`src/rtl/memory_bus_if.sv`:
```
// ============================================================================
//  Module      : memory_bus_if
//  Description : CPU-side request/response signals of the memory bus.
//  Revision    : 1.0  initial release
// ============================================================================
`default_nettype none

interface memory_bus_if;
    logic [15:0] bus_address;
    logic [7:0]  bus_data_in;
    logic        bus_write_enable;
    logic        bus_request;
    logic        bus_busy;
    logic        bus_done;
    logic [7:0]  bus_data_out;

    modport master (
        output bus_address, bus_data_in, bus_write_enable, bus_request,
        input  bus_busy, bus_done, bus_data_out
    );

    modport slave (
        input  bus_address, bus_data_in, bus_write_enable, bus_request,
        output bus_busy, bus_done, bus_data_out
    );
endinterface

`default_nettype wire

```
`src/rtl/memory_bus.sv`:
```
// ============================================================================
//  Module      : memory_bus
//  Description : Decodes CPU accesses to RAM/ROM/peripherals/unmapped and
//                returns each one with a fixed-latency done pulse.
//  Revision    : 1.0  initial release
// ============================================================================
`default_nettype none

module memory_bus #(
    parameter int         ROM_ADDR_WIDTH = 12,
    parameter logic [7:0] PERIPH_PAGE    = 8'h40,
    parameter logic [7:0] UNMAPPED_VALUE = 8'hFF
) (
    input  wire logic                      clk,
    input  wire logic                      reset_n,
    memory_bus_if.slave                    bus,
    output logic [9:0]                     ram_address,
    output logic [7:0]                     ram_data_in,
    output logic                           ram_write_enable,
    input  wire logic [7:0]                ram_data_out,
    output logic [ROM_ADDR_WIDTH-1:0]      rom_address,
    input  wire logic [7:0]                rom_data_out,
    input  wire logic [3:0]                buttons,
    output logic [7:0]                     leds
);

    typedef enum logic [1:0] {S_IDLE, S_ACCESS, S_CAPTURE, S_DONE} state_t;
    typedef enum logic [1:0] {RG_RAM, RG_ROM, RG_PERIPH, RG_NONE} region_t;

    localparam logic [7:0] c_OFF_BUTTONS = 8'h00;
    localparam logic [7:0] c_OFF_TICK_LO = 8'h04;
    localparam logic [7:0] c_OFF_TICK_HI = 8'h05;
    localparam logic [7:0] c_OFF_LEDS    = 8'h08;

    state_t      r_state;
    region_t     r_region;
    logic        r_we;
    logic [7:0]  r_wdata;
    logic [7:0]  r_offset;
    logic [7:0]  r_periph_rd;
    logic [15:0] r_tick;
    logic [7:0]  r_tick_shadow;
    logic [3:0]  r_btn_meta;
    logic [3:0]  r_btn_sync;

    region_t     w_region;
    logic [7:0]  w_periph_rd;
    logic        w_tick_clear;
    logic        w_tick_latch;

    always_comb begin
        w_region = RG_NONE;
        if (bus.bus_address[15:10] == 6'd0)
            w_region = RG_RAM;
        else if (bus.bus_address[15:8] == PERIPH_PAGE)
            w_region = RG_PERIPH;
        else if (&bus.bus_address[15:ROM_ADDR_WIDTH])
            w_region = RG_ROM;
    end

    always_comb begin
        case (r_offset)
            c_OFF_BUTTONS: w_periph_rd = {4'b0000, r_btn_sync};
            c_OFF_TICK_LO: w_periph_rd = r_tick[7:0];
            c_OFF_TICK_HI: w_periph_rd = r_tick_shadow;
            c_OFF_LEDS:    w_periph_rd = leds;
            default:       w_periph_rd = UNMAPPED_VALUE;
        endcase
    end

    // Tick side effects happen only in the ACCESS cycle of a peripheral access
    assign w_tick_clear = (r_state == S_ACCESS) && (r_region == RG_PERIPH) &&
                          r_we && (r_offset == c_OFF_TICK_LO);
    assign w_tick_latch = (r_state == S_ACCESS) && (r_region == RG_PERIPH) &&
                          !r_we && (r_offset == c_OFF_TICK_LO);

    always_ff @(posedge clk or negedge reset_n) begin
        if (!reset_n) begin
            r_state          <= S_IDLE;
            r_region         <= RG_NONE;
            r_we             <= 1'b0;
            r_wdata          <= 8'd0;
            r_offset         <= 8'd0;
            r_periph_rd      <= 8'd0;
            r_tick           <= 16'd0;
            r_tick_shadow    <= 8'd0;
            r_btn_meta       <= 4'd0;
            r_btn_sync       <= 4'd0;
            bus.bus_busy     <= 1'b0;
            bus.bus_done     <= 1'b0;
            bus.bus_data_out <= 8'd0;
            ram_address      <= 10'd0;
            ram_data_in      <= 8'd0;
            ram_write_enable <= 1'b0;
            rom_address      <= '0;
            leds             <= 8'd0;
        end else begin
            r_btn_meta       <= buttons;
            r_btn_sync       <= r_btn_meta;
            r_tick           <= w_tick_clear ? 16'd0 : r_tick + 16'd1;
            bus.bus_done     <= 1'b0;
            ram_write_enable <= 1'b0;
            if (w_tick_latch)
                r_tick_shadow <= r_tick[15:8];

            case (r_state)
                S_IDLE: begin
                    if (bus.bus_request) begin
                        r_region     <= w_region;
                        r_we         <= bus.bus_write_enable;
                        r_wdata      <= bus.bus_data_in;
                        r_offset     <= bus.bus_address[7:0];
                        bus.bus_busy <= 1'b1;
                        r_state      <= S_ACCESS;
                        // Only the addressed memory sees a new address; the other holds
                        if (w_region == RG_RAM) begin
                            ram_address      <= bus.bus_address[9:0];
                            ram_data_in      <= bus.bus_data_in;
                            ram_write_enable <= bus.bus_write_enable;
                        end
                        if (w_region == RG_ROM)
                            rom_address <= bus.bus_address[ROM_ADDR_WIDTH-1:0];
                    end
                end
                S_ACCESS: begin
                    if (r_region == RG_PERIPH) begin
                        if (r_we) begin
                            if (r_offset == c_OFF_LEDS)
                                leds <= r_wdata;
                        end else begin
                            r_periph_rd <= w_periph_rd;
                        end
                    end
                    r_state <= S_CAPTURE;
                end
                S_CAPTURE: begin
                    if (!r_we) begin
                        case (r_region)
                            RG_RAM:    bus.bus_data_out <= ram_data_out;
                            RG_ROM:    bus.bus_data_out <= rom_data_out;
                            RG_PERIPH: bus.bus_data_out <= r_periph_rd;
                            default:   bus.bus_data_out <= UNMAPPED_VALUE;
                        endcase
                    end
                    bus.bus_done <= 1'b1;
                    r_state      <= S_DONE;
                end
                default: begin
                    bus.bus_busy <= 1'b0;
                    r_state      <= S_IDLE;
                end
            endcase
        end
    end

endmodule

`default_nettype wire
```
`src/flat_wrapper.sv`:
```
// flat-port wrapper written by rule: the top's interface ports become plain ports
module memory_bus_flat 
#(
    parameter int         ROM_ADDR_WIDTH = 12,
    parameter logic [7:0] PERIPH_PAGE    = 8'h40,
    parameter logic [7:0] UNMAPPED_VALUE = 8'hFF
)
  (clk, reset_n, ram_address, ram_data_in, ram_write_enable, ram_data_out, rom_address, rom_data_out, buttons, leds, bus_bus_address, bus_bus_data_in, bus_bus_write_enable, bus_bus_request, bus_bus_busy, bus_bus_done, bus_bus_data_out);
  memory_bus_if bus_i ();
  input  wire logic clk;
  input  wire logic reset_n;
  output logic [9:0] ram_address;
  output logic [7:0] ram_data_in;
  output logic ram_write_enable;
  input  wire logic [7:0] ram_data_out;
  output logic [ROM_ADDR_WIDTH-1:0] rom_address;
  input  wire logic [7:0] rom_data_out;
  input  wire logic [3:0] buttons;
  output logic [7:0] leds;
  input wire logic [$bits(bus_i.bus_address)-1:0] bus_bus_address;
  input wire logic [$bits(bus_i.bus_data_in)-1:0] bus_bus_data_in;
  input wire logic [$bits(bus_i.bus_write_enable)-1:0] bus_bus_write_enable;
  input wire logic [$bits(bus_i.bus_request)-1:0] bus_bus_request;
  output wire logic [$bits(bus_i.bus_busy)-1:0] bus_bus_busy;
  output wire logic [$bits(bus_i.bus_done)-1:0] bus_bus_done;
  output wire logic [$bits(bus_i.bus_data_out)-1:0] bus_bus_data_out;
  assign bus_i.bus_address = bus_bus_address;
  assign bus_i.bus_data_in = bus_bus_data_in;
  assign bus_i.bus_write_enable = bus_bus_write_enable;
  assign bus_i.bus_request = bus_bus_request;
  assign bus_bus_busy = bus_i.bus_busy;
  assign bus_bus_done = bus_i.bus_done;
  assign bus_bus_data_out = bus_i.bus_data_out;
  memory_bus #(.ROM_ADDR_WIDTH(ROM_ADDR_WIDTH), .PERIPH_PAGE(PERIPH_PAGE), .UNMAPPED_VALUE(UNMAPPED_VALUE)) u_core (.clk(clk), .reset_n(reset_n), .bus(bus_i), .ram_address(ram_address), .ram_data_in(ram_data_in), .ram_write_enable(ram_write_enable), .ram_data_out(ram_data_out), .rom_address(rom_address), .rom_data_out(rom_data_out), .buttons(buttons), .leds(leds));
endmodule
```
`config.mk`:
```
export PLATFORM = sky130hd
export DESIGN_NAME = memory_bus_flat
export DESIGN_NICKNAME = d
export VERILOG_FILES = /design/src/rtl/memory_bus_if.sv /design/src/rtl/memory_bus.sv /design/src/flat_wrapper.sv
export SDC_FILE = /design/constraint.sdc
export NUM_CORES = 1
export LEC_CHECK = 0
export BUFFER_PORTS_ARGS = -buffer_cell sky130_fd_sc_hd__buf_4
export CAP_MARGIN = 0
export CORE_ASPECT_RATIO = 0.8
export CORE_MARGIN = 1.5
export CORE_UTILIZATION = 54
export CTS_CLUSTER_SIZE = 20
export DETAILED_ROUTE_END_ITERATION = 10
export PLACE_DENSITY = 0.78
export RECOVER_POWER = 25
export SLEW_MARGIN = 10
export SYNTH_ARGS = -nofsm -noshare
export SYNTH_HDL_FRONTEND = slang
export SYNTH_SLANG_ARGS = --single-unit
```
`constraint.sdc`:
```
create_clock -name clk -period 3 [get_ports clk]
set_input_delay 0.9 -clock clk [delete_from_list [all_inputs] [get_ports clk]]
set_output_delay 0.9 -clock clk [all_outputs]
set_load 0.1 [all_outputs]
```
# Word level (Yosys, flattened, before mapping)
# Index checks and enable logic that the tools add are counted.
# word_totals
in_bits	48
wordCells	65
output_inout_bits	49
ff_bits	110
# classes
reduce_logical	20
n_addsub	1
n_eq_ne	10
bitwise_logic	2
n_mux	14
# ops
operator	count
$pmux 8 s4	1
$pmux 8 s3	1
$add 16x1->16 const B	1
$eq 8x3->1 const B	2
$mux 16	1
$reduce_and 3->1	3
$eq 8x4->1 const B	1
$eq 8x7->1 const B	1
$logic_not 8->1	1
$mux 2	4
$reduce_and 4->1	2
$eq 2x1->1 const B	3
$logic_not 2->1	3
$logic_not 6->1	1
$pmux 2 s3	1
$reduce_and 2->1	3
$logic_and 1x1->1	5
$mux 1	5
$eq 2x2->1 const B	2
$ne 2x2->1 const B	1
$not 1->1	2
$pmux 1 s2	1
$reduce_or 2->1	1
$logic_not 1->1	1

# Depth between registers and ports, before layout
# depth
depth_word	8
depth_mapped	6
ltp_nobuf	6

# Worst setup path after synthesis
# No wires, ideal clock.
# synth_path
kind	input to register
start	in bus_bus_address[11]
end	reg u_core.ram_address[7]
slack_ns	0.448
cell_stages	5
arrival_ns	2.426
t_required_ns	2.875
cell_sequence	nor3_1 -> nand2_1 -> nor3_2 -> clkbuf_1 -> mux2_2
# synth_via
elab_chain_len	5
elab_cells_between_ends	6
cone_classes	1 x eq/ne; 2 x mux; 3 x reduce/logical
# synth_rtl
element	line	rtl
start: declaration	flat_wrapper.sv:20	input wire logic [$bits(bus_i.bus_address)-1:0] bus_bus_address;
$eq 8x7->1	memory_bus.sv:55	else if (bus.bus_address[15:8] == PERIPH_PAGE)
$mux 2	memory_bus.sv:55	
$mux 2 (*)	memory_bus.sv:53	if (bus.bus_address[15:10] == 6'd0)
$logic_not 2->1 (*)	memory_bus.sv:116	if (w_region == RG_RAM) begin
$reduce_and 3->1 (no source line) (*)	--	
end signal: assignment	memory_bus.sv:117	ram_address <= bus.bus_address[9:0];
end: declaration	memory_bus.sv:17	output logic [9:0] ram_address,
# Mark *: on every way between the ends. The rest lies on a longest branch, timed or not.
# A chain may end at the register's enable or synchronous reset.

# Worst setup path in the final report
# layout_path
start	reg u_core.r_offset[4]
end	reg u_core.r_periph_rd[7]
# layout_via
elab_chain_len	2
elab_cells_between_ends	5
cone_classes	3 x eq/ne; 1 x mux; 1 x reduce/logical
# layout_rtl
element	line	rtl
start: declaration	memory_bus.sv:39	logic [7:0] r_offset;
start signal: assignment	memory_bus.sv:112	r_offset <= bus.bus_address[7:0];
$eq 8x4->1 (tied with other cells)	memory_bus.sv:62	case (r_offset)
$pmux 8 s4 (*)	memory_bus.sv:62	
end signal: assignment	memory_bus.sv:131	r_periph_rd <= w_periph_rd;
end: declaration	memory_bus.sv:40	logic [7:0] r_periph_rd;
# Marks and branches as above.

==> summary.md <==
| Metric | Value |
|---|---|
| Kind of critical path | reg2reg |
| Maxcap violations | 1 |
| Most numerous cell in the Yosys netlist | dfrtp_1 |
| H-tree depth | 3 |
| FFs w/ async S/R, synth | 100% |
| Vias in the first global route | 3269 |
| Tcrit/Tclk final | 82.2% |
| DRC | 0 |
| Violated checks | capacitance limit, slew limit |
| Post-Syn Nets | 420 |
| Antenna violations before repair | 0 |
| Gr ovfl total | 0 |
| Remaining antenna violation count after routing | 0 |
| Yosys top cell area share | 58.0% |
| CP Cell Sequence | or4_4 -> or4_4 -> a211oi_1 -> a21oi_1 |
| Cell mode on critical path | or4_4 |
| Cell Count, Final, Fillers Out | 582 |
| CP top delay family | simple AND/OR/NAND/NOR gates |
| Area of the multi-input gates | 1820 um^2 |
| Post-synthesis sequential area ratio | 59.2% |
| Synth top cells by count | dfrtp_1 (108), mux2_2 (72), nor2_1 (25) |
| Cells after DPL | 566 |
| Drt total wl | 9720 um |
| Hold wc startpoint | u_core.r_btn_meta[3] |
| DP Wirelength | 7180 um |
| Nets | 517 |
| Static leakage | 2.71 nW |
| Worst setup path start | u_core.r_offset[4] |
| Overall Global Routing Usage | 22.3% |
| Via count | 3211 |
| # port buffers | 96 |
| # clock sinks | 110 |
| Met1 usage in global routing | 30.5% |
| WHS | 0.357 ns |
| Slowest cell on the critical path | a211oi_1 |
| Core area | 8410 um^2 |
| First-pass GRT wire length | 15900 um |
| Resized Gates After CTS | 0 |
| Clk slew on worst S/H paths | 0.11 ns |
| Worst-Skew Late Latency | 0.37 ns |
| Global-route layer with the greatest usage | met2 |
| Final Total Pwr | 5.92 mW |
| Min cycle time layout | 2.47 ns |
| Primary FF master, synth | dfrtp_1 |
| Max-slew headroom | -37.4% |
| Ant. Diodes | 0 |
| EDFF count, synth | 0 |
| Die area | 9190 um^2 |
| Hold buffers post-CTS | 0 |
| Die Ht | 86.1 um |
| Register area | 2760 um^2 |
| Worst path required time | 3.21 ns |
| Worst path bufs/invs | 0 |
| Min-Delay Path Class | reg2reg |
| Synthesis Warnings | 0 |
| Clock skew | 0.0161 ns |
| Die X | 107 um |
| Post-synth top area cell | dfrtp_1 |
| Outcome | complete, but fails checks |
| # Post-CTS Setup Buffers | 0 |
| Worst slew pin tran | 2.06 ns |
| Area grow syn2layout | 23.1% |
| Layout cells sized above 1 | 42.1% |
| Fin. Hold Viols | 0 |
| TNS Setup | 0 ns |
| M3 GR Usage | 4.94% |
| Initial Util | 55.4% |
| CTS tree | done |
| Fmax | 406 MHz |
| Maximum VDD drop | 0.933 mV |
| RSZ-0062 raised after global routing | no |
| Fill cell count | 642 |
| Vias/cell | 5.52 |
| # setup viols final | 0 |
| Startpoint Class | flop |
| Worst Slack Setup Final | 0.534 ns |
| Crit Path Max Fanout | 7 |
| CP peak stage delay | 0.65 ns |
| Synth Cell Area | 4660 um^2 |
| Clock root cell | clkbuf_8 |
| DRT Pass-1 Iters | 4 |
| DRT iter0 DRCs | 182 |
| Cell Pwr Density | 1030 nW/um^2 |
| Data arrival time of the worst path | 2.68 ns |
| Slew Viols, Final | 38 |
| Seq cells post-synth | 110 |
| Io pins | 97 |
| Post-Syn Area per Cell | 12.7 um^2 |
| GR Util met2 | 36.0% |
| CTS Buf Count | 9 |
| CTS Buffer Depth | 2 |
| GPL Wtd Cong | 0.826 |
| Mapped Cells | 368 |
| Synth area leaders | dfrtp_1 (58%), mux2_2 (17%), nor2_1 (2.0%) |
| Wire per inst | 16.7 um |
| Cell Rows | 30 |
| Netlist cell types | 39 |
| Largest net degree at the start of global routing | 49 |
| Setup crit end kind | flop |
| Reg2Reg Launch Point | u_core.r_offset[4] |
| Pre-CTS WS | 0.592 ns |
==> layout by cell type (no fill, tap or decap), types with 8 or more instances in the layout <==
master and n:
a21oi_1 13, dfrtp_1 108, clkbuf_8 9, nor2_1 25, nand2_1 16, xnor2_1 8, buf_4 96, o22ai_1 8
o21ai_0 17, nand3_1 10, mux2_2 72
==> report_power, final <==
group | internal (mW) | switching, mW
registers | 1.91 | 0.392
logic | 0.789 | 1.87
clock network | 0.415 | 0.539
==> worst reg2reg max path: cells and delay by family, from the launching register on <==
kind	cells	cell delay [ns]
and+or+nand+nor	2	1.10
AOI/OAI and AO/OA	2	0.81
DFF	1	0.41
==> cell type report <==
type	instances	share of cell area (%)
Inverter	5	0.327
Clock inverter	7	1.75
Multi-Input combinational cell	237	31.8
Clock buffer	9	2.16
Sequential cell	110	48.1
Tap cell	112	2.44
Timing Repair Buffer	102	13.5
==> path summary, 6_finish.rpt <==
check	to	slack [ns]	cells past startpoint
hold / removal	u_core.r_btn_sync[3]	0.36	0
setup reg to reg	u_core.r_periph_rd[7]	0.53	4
min in group asynchronous	u_core.bus.bus_busy	1.10	1
hold reg to reg	u_core.r_btn_sync[3]	0.36	0
setup / recovery	u_core.r_periph_rd[7]	0.53	4
max in group asynchronous	u_core.r_we	0.62	2
==> state kept, by name, indices dropped and copies added, names as in the netlist, 2 cells and up <==
name / count
u_core.r_btn_sync: 4
u_core.r_wdata: 8
u_core.r_btn_meta: 4
u_core.r_region: 2
u_core.r_state: 2
u_core.leds: 8
u_core.ram_data_in: 8
u_core.bus.bus_data_out: 8
u_core.r_periph_rd: 8
u_core.r_offset: 8
u_core.r_tick_shadow: 8
u_core.r_tick: 16
u_core.rom_address: 12
u_core.ram_address: 10
==> per-stage QoR <==
| step | instance area, um^2 | util (%) |
|---|---|---|
| 2_1_floorplan | 4660 | - |
| 3_5_place_dp | 5510 | 65.6 |
| 6_report | 5730 | 68.2 |
| 4_1_cts | 5740 | 68.2 |
| 5_1_grt | 5730 | 68.2 |
| 3_3_place_gp | 5510 | 65.6 |
==> cell families (layout without fill, tap and decap cells) <==
kind of cell,after synthesis,in the layout,synth area share [%]
flops,110,110,59.2
mux,76,76,18.3
buf+inv,21,123,1.72
xor+xnor,10,10,1.88
compound gates,54,54,6.93
simple gates,93,93,10.9
fa+ha+maj,4,4,1.08
==> routing by layer <==
layer | vias to the layer above | wire (um)
met5 | - | 0
met4 | 0 | 123
met3 | 11 | 446
met2 | 88 | 4680
met1 | 1600 | 4470
li1 | 1512 | -
No activity file was read; power rests on OpenSTA's default activity.
